===== config.mk =====
export PLATFORM = sky130hd
export DESIGN_NAME = cellrv32_pwm_capture_flat
export DESIGN_NICKNAME = d
export VERILOG_FILES = /design/src/rtl/cellrv32_pwm_capture_if.sv /design/src/rtl/cellrv32_pwm_capture.sv /design/src/flat_wrapper.sv
export SDC_FILE = /design/constraint.sdc
export NUM_CORES = 1
export LEC_CHECK = 0
export ABC_CLOCK_PERIOD_IN_PS = 1000
export CORE_UTILIZATION = 21
export CTS_CLUSTER_DIAMETER = 60
export CTS_CLUSTER_SIZE = 16
export DETAILED_ROUTE_END_ITERATION = 16
export PLACE_DENSITY = 0.8
export SLEW_MARGIN = 20
export SYNTH_ARGS = -nofsm -noshare
export SYNTH_HDL_FRONTEND = slang
export SYNTH_SLANG_ARGS = --single-unit

===== constraint.sdc =====
create_clock -name clk_i -period 1 [get_ports clk_i]
set_clock_uncertainty 0.05 [all_clocks]
set_input_delay 0.2 -clock clk_i [delete_from_list [all_inputs] [get_ports clk_i]]
set_output_delay 0.2 -clock clk_i [all_outputs]
set_load 0.005 [all_outputs]

===== src/rtl/cellrv32_pwm_capture_if.sv =====
// Processor IO bus as seen by the PWM capture unit.
// The master drives address, strobes and write data; the slave returns
// registered read data and a one-cycle acknowledge.
interface cellrv32_pwm_capture_if;
    logic [31:0] addr_i;
    logic        rden_i;
    logic        wren_i;
    logic [31:0] data_i;
    logic [31:0] data_o;
    logic        ack_o;

    modport master (
        output addr_i, rden_i, wren_i, data_i,
        input  data_o, ack_o
    );

    modport slave (
        input  addr_i, rden_i, wren_i, data_i,
        output data_o, ack_o
    );
endinterface


===== src/rtl/cellrv32_pwm_capture.sv =====
// Pulse-width capture unit: measures period and high time of up to four
// external PWM inputs in prescaled clock ticks and exposes the results as
// read-only registers on the processor IO bus.
module cellrv32_pwm_capture #(
    parameter int unsigned NUM_CHANNELS = 0,
    parameter logic [31:0] BASE_ADDR    = 32'hFFFF_FC00
) (
    input  logic                   clk_i,
    input  logic                   rstn_i,
    cellrv32_pwm_capture_if.slave  bus,
    output logic                   clkgen_en_o,
    input  logic [7:0]             clkgen_i,
    input  logic [3:0]             pwm_i
);

    localparam logic [31:0] pwmcap_base_c = BASE_ADDR;
    localparam int unsigned pwmcap_size_c = 32;
    localparam int unsigned lo_abb_c      = $clog2(pwmcap_size_c);
    localparam int unsigned hi_abb_c      = 31;

    if (NUM_CHANNELS > 4) begin : g_num_channels_check
        $error("cellrv32_pwm_capture: NUM_CHANNELS must be in 0..4");
    end

    typedef enum logic [1:0] {StIdle, StArmed, StMeas} cap_state_e;

    // Increment by one unless already at the 16-bit ceiling.
    function automatic logic [15:0] sat_inc(input logic [15:0] v, input logic inc);
        return (inc && (v != 16'hFFFF)) ? v + 16'd1 : v;
    endfunction

    logic        acc_en, rd_sel, wr_sel;
    logic [2:0]  word;
    logic        ctrl_en_q;
    logic [2:0]  ctrl_prsc_q;
    logic        ack_q;
    logic [31:0] rdata_q, rd_mux;
    logic        tick;
    logic [3:0]  rd_ch;
    logic [31:0] ch_data [4];
    logic [3:0]  valid_vec, ovr_vec;
    logic        unused_bits;

    assign acc_en = (bus.addr_i[hi_abb_c:lo_abb_c] == pwmcap_base_c[hi_abb_c:lo_abb_c]);
    assign rd_sel = acc_en & bus.rden_i;
    assign wr_sel = acc_en & bus.wren_i;
    assign word   = bus.addr_i[4:2];
    assign tick   = clkgen_i[ctrl_prsc_q];

    assign bus.ack_o   = ack_q;
    assign bus.data_o  = rdata_q;
    assign clkgen_en_o = ctrl_en_q;

    assign unused_bits = ^{bus.addr_i[1:0], bus.data_i[31:4], pwm_i, tick, rd_ch};

    // Per-channel read strobes; a read of CHn clears its status flags.
    always_comb begin
        rd_ch = '0;
        for (int n = 0; n < 4; n++) begin
            rd_ch[n] = rd_sel && (word == 3'(n + 2));
        end
    end

    // Register read multiplexer.
    always_comb begin
        rd_mux = '0;
        case (word)
            3'd0:    rd_mux = {28'd0, ctrl_prsc_q, ctrl_en_q};
            3'd1:    rd_mux = {20'd0, ovr_vec, 4'd0, valid_vec};
            3'd2:    rd_mux = ch_data[0];
            3'd3:    rd_mux = ch_data[1];
            3'd4:    rd_mux = ch_data[2];
            3'd5:    rd_mux = ch_data[3];
            default: rd_mux = '0;
        endcase
    end

    // Bus response and control register.
    always_ff @(posedge clk_i or negedge rstn_i) begin
        if (!rstn_i) begin
            ack_q       <= 1'b0;
            rdata_q     <= '0;
            ctrl_en_q   <= 1'b0;
            ctrl_prsc_q <= '0;
        end else begin
            ack_q   <= rd_sel | wr_sel;
            rdata_q <= rd_sel ? rd_mux : '0;
            if (wr_sel && (word == 3'd0)) begin
                ctrl_en_q   <= bus.data_i[0];
                ctrl_prsc_q <= bus.data_i[3:1];
            end
        end
    end

    for (genvar n = 0; n < 4; n++) begin : g_ch
        if (n < int'(NUM_CHANNELS)) begin : g_impl
            cap_state_e  state_q, state_d;
            logic        s1_q, s2_q, prev_q, rise;
            logic [15:0] per_q, per_d, hi_q, hi_d;
            logic [31:0] ch_q, ch_d;
            logic        valid_q, valid_d, ovr_q, ovr_d;

            assign rise = s2_q & ~prev_q;

            // Synchronizer, edge history and measurement state.
            always_ff @(posedge clk_i or negedge rstn_i) begin
                if (!rstn_i) begin
                    s1_q    <= 1'b0;
                    s2_q    <= 1'b0;
                    prev_q  <= 1'b0;
                    state_q <= StIdle;
                    per_q   <= '0;
                    hi_q    <= '0;
                    ch_q    <= '0;
                    valid_q <= 1'b0;
                    ovr_q   <= 1'b0;
                end else begin
                    s1_q    <= pwm_i[n];
                    s2_q    <= s1_q;
                    prev_q  <= s2_q;
                    state_q <= state_d;
                    per_q   <= per_d;
                    hi_q    <= hi_d;
                    ch_q    <= ch_d;
                    valid_q <= valid_d;
                    ovr_q   <= ovr_d;
                end
            end

            // Next-state: arm, then latch counters on every rising edge.
            always_comb begin
                state_d = state_q;
                per_d   = per_q;
                hi_d    = hi_q;
                ch_d    = ch_q;
                valid_d = valid_q;
                ovr_d   = ovr_q;
                if (rd_ch[n]) begin
                    valid_d = 1'b0;
                    ovr_d   = 1'b0;
                end
                if (!ctrl_en_q) begin
                    state_d = StIdle;
                    per_d   = '0;
                    hi_d    = '0;
                    ch_d    = '0;
                    valid_d = 1'b0;
                    ovr_d   = 1'b0;
                end else begin
                    unique case (state_q)
                        StIdle: state_d = StArmed;
                        StArmed: begin
                            if (rise) begin
                                state_d = StMeas;
                                per_d   = {15'd0, tick};
                                hi_d    = {15'd0, tick};
                            end
                        end
                        StMeas: begin
                            if (rise) begin
                                ch_d    = {per_q, hi_q};
                                valid_d = 1'b1;
                                // A coincident read leaves the overrun flag as it was.
                                ovr_d   = rd_ch[n] ? ovr_q : (ovr_q | valid_q);
                                per_d   = {15'd0, tick};
                                hi_d    = {15'd0, tick};
                            end else begin
                                per_d = sat_inc(per_q, tick);
                                hi_d  = sat_inc(hi_q, tick & s2_q);
                            end
                        end
                        default: state_d = StIdle;
                    endcase
                end
            end

            assign ch_data[n]   = ch_q;
            assign valid_vec[n] = valid_q;
            assign ovr_vec[n]   = ovr_q;
        end else begin : g_none
            assign ch_data[n]   = '0;
            assign valid_vec[n] = 1'b0;
            assign ovr_vec[n]   = 1'b0;
        end
    end

endmodule

===== src/flat_wrapper.sv =====
// flat-port wrapper written by rule: the top's interface ports become plain ports
module cellrv32_pwm_capture_flat 
#(
    parameter int unsigned NUM_CHANNELS = 0,
    parameter logic [31:0] BASE_ADDR    = 32'hFFFF_FC00
)
  (clk_i, rstn_i, clkgen_en_o, clkgen_i, pwm_i, bus_addr_i, bus_rden_i, bus_wren_i, bus_data_i, bus_data_o, bus_ack_o);
  cellrv32_pwm_capture_if bus_i ();
  input  logic clk_i;
  input  logic rstn_i;
  output logic clkgen_en_o;
  input  logic [7:0] clkgen_i;
  input  logic [3:0] pwm_i;
  input wire logic [$bits(bus_i.addr_i)-1:0] bus_addr_i;
  input wire logic [$bits(bus_i.rden_i)-1:0] bus_rden_i;
  input wire logic [$bits(bus_i.wren_i)-1:0] bus_wren_i;
  input wire logic [$bits(bus_i.data_i)-1:0] bus_data_i;
  output wire logic [$bits(bus_i.data_o)-1:0] bus_data_o;
  output wire logic [$bits(bus_i.ack_o)-1:0] bus_ack_o;
  assign bus_i.addr_i = bus_addr_i;
  assign bus_i.rden_i = bus_rden_i;
  assign bus_i.wren_i = bus_wren_i;
  assign bus_i.data_i = bus_data_i;
  assign bus_data_o = bus_i.data_o;
  assign bus_ack_o = bus_i.ack_o;
  cellrv32_pwm_capture #(.NUM_CHANNELS(NUM_CHANNELS), .BASE_ADDR(BASE_ADDR)) u_core (.clk_i(clk_i), .rstn_i(rstn_i), .bus(bus_i), .clkgen_en_o(clkgen_en_o), .clkgen_i(clkgen_i), .pwm_i(pwm_i));
endmodule

==> results of run 1 <==
==> routing by layer <==
layer  vias up  track usage [%]  share of wire (%)
met5         -                0                  0
met4         0             5.10                  0
met3         0             1.79                9.3
met2        40             18.6                 60
met1       253             7.86                 31
li1        256                -                  -
==> stage by stage <==
| stage | power [mW] | setup WS [ns] | TNS, ns |
|---|---|---|---|
| final | 0.823 | -0.491 | -3.48 |
| after global routing | 0.868 | -0.527 | -3.89 |
| after CTS | 0.829 | -0.576 | -4.23 |
| after detailed placement | 0.564 | -1.10 | -9.13 |
| after global placement | 0.561 | -1.07 | -8.73 |
| after floorplan | 0.486 | -0.618 | -4.26 |
==> synthesized netlist by cell type (all sizes together) <==
master and count:
buf 28, dfrtp 9, nand4 6, inv 4, mux2 4, nor2 4, nor3 2, conb 1
nand3 1, nand4bb 1, nor4 1, o211a 1, or4b 1
==> power by group through the flow <==
stage / logic [mW] / clock network, mW / registers, mW
after floorplan: 0.115 / 0 / 0.371
after global placement: 0.190 / 0 / 0.371
after detailed placement: 0.194 / 0 / 0.371
after CTS: 0.176 / 0.289 / 0.364
after global routing: 0.196 / 0.308 / 0.364
final: 0.177 / 0.281 / 0.364
==> state kept, by name, summed over array words and instances (netlist names) <==
name                cells
u_core.ctrl_prsc_q      3
u_core.bus.ack_o        1
u_core.bus.data_o       4
u_core.clkgen_en_o      1
==> cell type report <==
type,instances,area [um2]
well taps,31,38.8
inverters,4,15.0
flip-flops and latches,9,225
fillers,306,1770
repair buffers,47,447
clock buffers,4,26.3
multi-input cells,49,330
==> kinds of logic after synthesis <==
family / after synthesis / synth area share [%]
AOI/OAI and AO/OA: 1 / 1.53
muxes: 4 / 9.20
DFF: 9 / 34.5
buffers and inverters: 32 / 34.5
and+or+nand+nor: 16 / 19.7
other: 1 / 0.574
==> timing repair <==
action,4_1_cts,5_1_grt
endpoints found under the setup margin,15,15
buffers inserted,0,0
endpoints found under the hold margin,0,0
resized for setup,48,17
pin swaps,8,9
==> worst max-delay path, cell delays in order <==
cell and delay, ns:
buf_6 0.09, or4b_4 0.53, nor4_4 0.25, nand4_4 0.18, mux2_4 0.33
==> worst paths after layout <==
path | startpoint | end | slack (ns) | cells after the start
setup / recovery | bus_addr_i[6] | u_core.ctrl_prsc_q[0]$_DFFE_PN0P_ | -0.49 | 5
hold reg to reg | u_core.ctrl_prsc_q[0]$_DFFE_PN0P_ | u_core.bus.data_o[1]$_DFF_PN0_ | 0.46 | 2
max in group asynchronous | rstn_i | u_core.ctrl_prsc_q[2]$_DFFE_PN0P_ | 0.44 | 1
setup reg to reg | u_core.clkgen_en_o$_DFFE_PN0P_ | u_core.clkgen_en_o$_DFFE_PN0P_ | 0.06 | 2
hold / removal | rstn_i | u_core.ctrl_prsc_q[1]$_DFFE_PN0P_ | 0.18 | 1
min in group clk_i | bus_addr_i[8] | u_core.bus.ack_o$_DFF_PN0_ | 0.26 | 4
==> out/metrics.csv, run 1 <==
metric;value;unit
status;finished, violations left;
violations;design-rule violations, negative setup slack;
grt_usage;9.01;%
crit_type;input port to flop;
cts_buffers;3;
start_util;22.9;%
gp_congestion;0.667;
finalNetCount;194;
dp.cells;140;
rows;19;
core-area;2850;um2
rsz0062_at_grt;true;
most-common-layout-cells;28 x conb_1, 13 x dlymetal6s2s_1, 10 x dlygate4sd2_1, 10 x clkdlybuf4s50_1, 9 x dfrtp_1;
die_x;57.8;um
combPwrFrac;21.5;%
peakVddDrop;0.247;mV
first_global_vias;546;
sequentialPowerShare;44.3;%
ys_warn_count;0;
drc;2;
clkPwrFrac;34.2;%
firstDrtPassIters;12;
fmax;0.671;GHz
crit_fanout;4;
ctsHoldBuffers;0;
synth.cell_area;653;um2
postSynthAreaPerCell;10.4;um2
ys_seq_area_share;34.5;%
synth_area_leaders;dfrtp_1 34%, buf_4 32%, mux2_4 9.2%;
dieArea;3340;um2
cp.arrival;1.58;ns
switchingPower;0.193;mW
post-route-period-util;149;%
globalRoute.totalOverflow;0;
power.density;760;nW/um2
clock_sinks;9;
yosysUniqueCellTypes;14;
io_pins;114;
critPathRequiredTime;1.09;ns
setup_slack;-0.491;ns
synth_seq_cells;9;
wl_per_cell;11.0;um
postRouteAntennaNets;0;
worstHoldPathType;input port to async pin;
start_kind;input port;
synthCells;63;
drt_iter0_drc;7;
clock_path_buffers;2;
end_kind;flop;
yosys.area.top_type;dfrtp_1;
final_max_slew_viol_count;0;
p_sw_share;23.4;%
drive_gt1_share;23.9;%
fin_cells;144;
fin_util;37.9;%
grt_pass1_wl;2240;um
yosysTopAreaCellShare;34.5;%
fin_area;1080;um2
placed_area;1040;um2
cts_tree;done;
clkLatencyLatePin;0.26;ns
cts-root-buf;clkbuf_4;
maxCapViolCount;0;
setup_viol;10;
drt-total-wl;1580;um
viasPerCell;3.81;
dpl.hpwl;1290;um
vias;549;
clk_pin_slew;0.06;ns
total_leakage_power;0.659;nW
area_growth;65.7;%
ctsHtreeMaxLevel;1;
internal_power;0.630;mW
holdWs;0.178;ns
layout_commonest_cell;conb_1;
grt_max_degree;10;
layout_min_cycle_time;1.49;ns
antenna_found_initial;0;
dieHeight;57.8;um
diodes;0;
port_buffers;43;
hold_violations;0;
Note: power is estimated with default switching activity, not from simulation.
==> run 2: changes to the inputs <==
--- a/config.mk
+++ b/config.mk
@@ -10,6 +10,8 @@
 export CTS_CLUSTER_DIAMETER = 60
 export CTS_CLUSTER_SIZE = 16
 export DETAILED_ROUTE_END_ITERATION = 16
+export GPL_ROUTABILITY_DRIVEN = 0
+export GPL_TIMING_DRIVEN = 0
 export PLACE_DENSITY = 0.8
 export SLEW_MARGIN = 20
 export SYNTH_ARGS = -nofsm -noshare
==> out/metrics.csv, run 2 (synthesized netlist as in run 1, its figures left out) <==
metric;value;unit
status;finished, violations left;
violations;design-rule violations, negative setup slack;
io_pins;114;
viasPerCell;3.61;
grt_usage;9.27;%
holdWs;0.180;ns
multi_input_area;337;um2
port_buffers;43;
grt_max_degree;10;
total_leakage_power;0.779;nW
peakVddDrop;0.262;mV
dpl.hpwl;1390;um
critPathRequiredTime;1.09;ns
final_max_slew_viol_count;0;
diodes;0;
globalRoute.totalOverflow;0;
drive_gt1_share;38.6;%
cts_tree;done;
worstHoldPathType;input port to async pin;
maxCapViolCount;0;
rows;19;
area_growth;96.0;%
drt-total-wl;1580;um
end_kind;flop;
rsz0062_at_grt;true;
wirelength_met1;509;um
drt_iter0_drc;7;
setup_viol;11;
first_global_vias;599;
cts_buffers;3;
drc;3;
dieArea;3340;um2
fmax;0.682;GHz
clk_pin_slew;0.06;ns
crit_fanout;4;
clkLatencyLatePin;0.26;ns
die_x;57.8;um
cp.arrival;1.56;ns
most-common-layout-cells;31 x buf_4, 28 x conb_1, 16 x clkdlybuf4s50_1, 9 x dlymetal6s2s_1, 9 x dfrtp_1;
largest_reg_flops;4;
cts-root-buf;clkbuf_4;
firstDrtPassIters;10;
core-area;2850;um2
met3_length;157;um
dp.cells;164;
regArea;225;um2
clock_path_buffers;2;
finalNetCount;221;
postRouteAntennaNets;0;
wl_met2;898;um
fin_cells;171;
antenna_found_initial;0;
clock_sinks;9;
ctsHoldBuffers;0;
crit_type;input port to flop;
dieHeight;57.8;um
nFillCells;275;
post-route-period-util;147;%
start_kind;input port;
hold_violations;0;
wl_per_cell;9.24;um
ctsHtreeMaxLevel;1;
layout_min_cycle_time;1.47;ns
vias;617;
grt_pass1_wl;2370;um
top_layer;met4;
start_util;22.9;%
power.density;707;nW/um2
setup_slack;-0.467;ns
layout_commonest_cell;buf_4;
run 2: cell types whose count changed in the layout (fill, tap and decap cells not counted), sizes merged:
cell	previous run	this run
buf	13	40
clkdlybuf4s50	10	16
dlygate4sd2	10	8
dlymetal6s2s	13	9
run 2: routing by layer:
metal  vias up  global-route usage (%)
met4         0                    4.08
met3         2                    2.01
met1       266                    7.82
met2        40                    19.9
li1        309                       -
met5         -                       0
run 2: cell type report:
type                    count  share of cell area (%)
plain buffers              28                    16.4
clock buffers               4                    2.05
inverters                   4                    1.17
multi-input cells          49                    26.3
flip-flops and latches      9                    17.6
well taps                  31                    3.03
repair buffers             46                    33.4
run 2: stage by stage:
stage                     TNS (ns)  util (%)  instance area (um2)  setup slack (ns)  total power [mW]
after global routing         -4.20      44.9                 1280            -0.507             0.964
after global placement       -8.91      42.9                 1220             -1.09             0.637
after detailed placement     -9.16      42.9                 1220             -1.11             0.640
after CTS                    -4.34      43.0                 1230            -0.566             0.907
final                        -3.46      44.9                 1280            -0.467             0.906
after floorplan              -4.26         -                  754            -0.618             0.486
run 2: final timing paths:
| check | to | cells after the start | slack [ns] | startpoint |
|---|---|---|---|---|
| max in group asynchronous | u_core.ctrl_prsc_q[2]$_DFFE_PN0P_ | 1 | 0.44 | rstn_i |
| worst min-delay path | u_core.ctrl_prsc_q[1]$_DFFE_PN0P_ | 1 | 0.18 | rstn_i |
| worst min register to register | u_core.bus.data_o[3]$_DFF_PN0_ | 2 | 0.46 | u_core.ctrl_prsc_q[2]$_DFFE_PN0P_ |
| worst max register to register | u_core.clkgen_en_o$_DFFE_PN0P_ | 2 | 0.08 | u_core.clkgen_en_o$_DFFE_PN0P_ |
| min in group clk_i | u_core.bus.ack_o$_DFF_PN0_ | 5 | 0.36 | bus_addr_i[8] |
| worst max-delay path | u_core.ctrl_prsc_q[2]$_DFFE_PN0P_ | 5 | -0.47 | bus_addr_i[6] |
run 2: timing repair:
| item | in CTS | in global routing |
|---|---|---|
| gates resized for setup | 44 | 13 |
| buffers inserted | 2 | 1 |
| endpoints found under the setup margin | 15 | 15 |
| pin swaps | 5 | 7 |
run 2: critical path, stage by stage:
cell and delay, ns:
buf_6 0.09, or4b_4 0.53, nor4_4 0.22, nand4_4 0.18, mux2_4 0.34
run 2: report_power, final:
group          total [mW]  switching, mW  internal, mW
combinational       0.264         0.0800         0.184
clock               0.277          0.124         0.154
sequential          0.364  0.00000000352         0.364
total               0.906          0.204         0.702
==> run 3: changes to the inputs <==
--- a/config.mk
+++ b/config.mk
@@ -6,6 +6,7 @@
 export NUM_CORES = 1
 export LEC_CHECK = 0
 export ABC_CLOCK_PERIOD_IN_PS = 1000
+export CAP_MARGIN = 5
 export CORE_UTILIZATION = 21
 export CTS_CLUSTER_DIAMETER = 60
 export CTS_CLUSTER_SIZE = 16
==> results of run 3 <==
No change in the layout: final DEF, timing and power equal those of run 2.
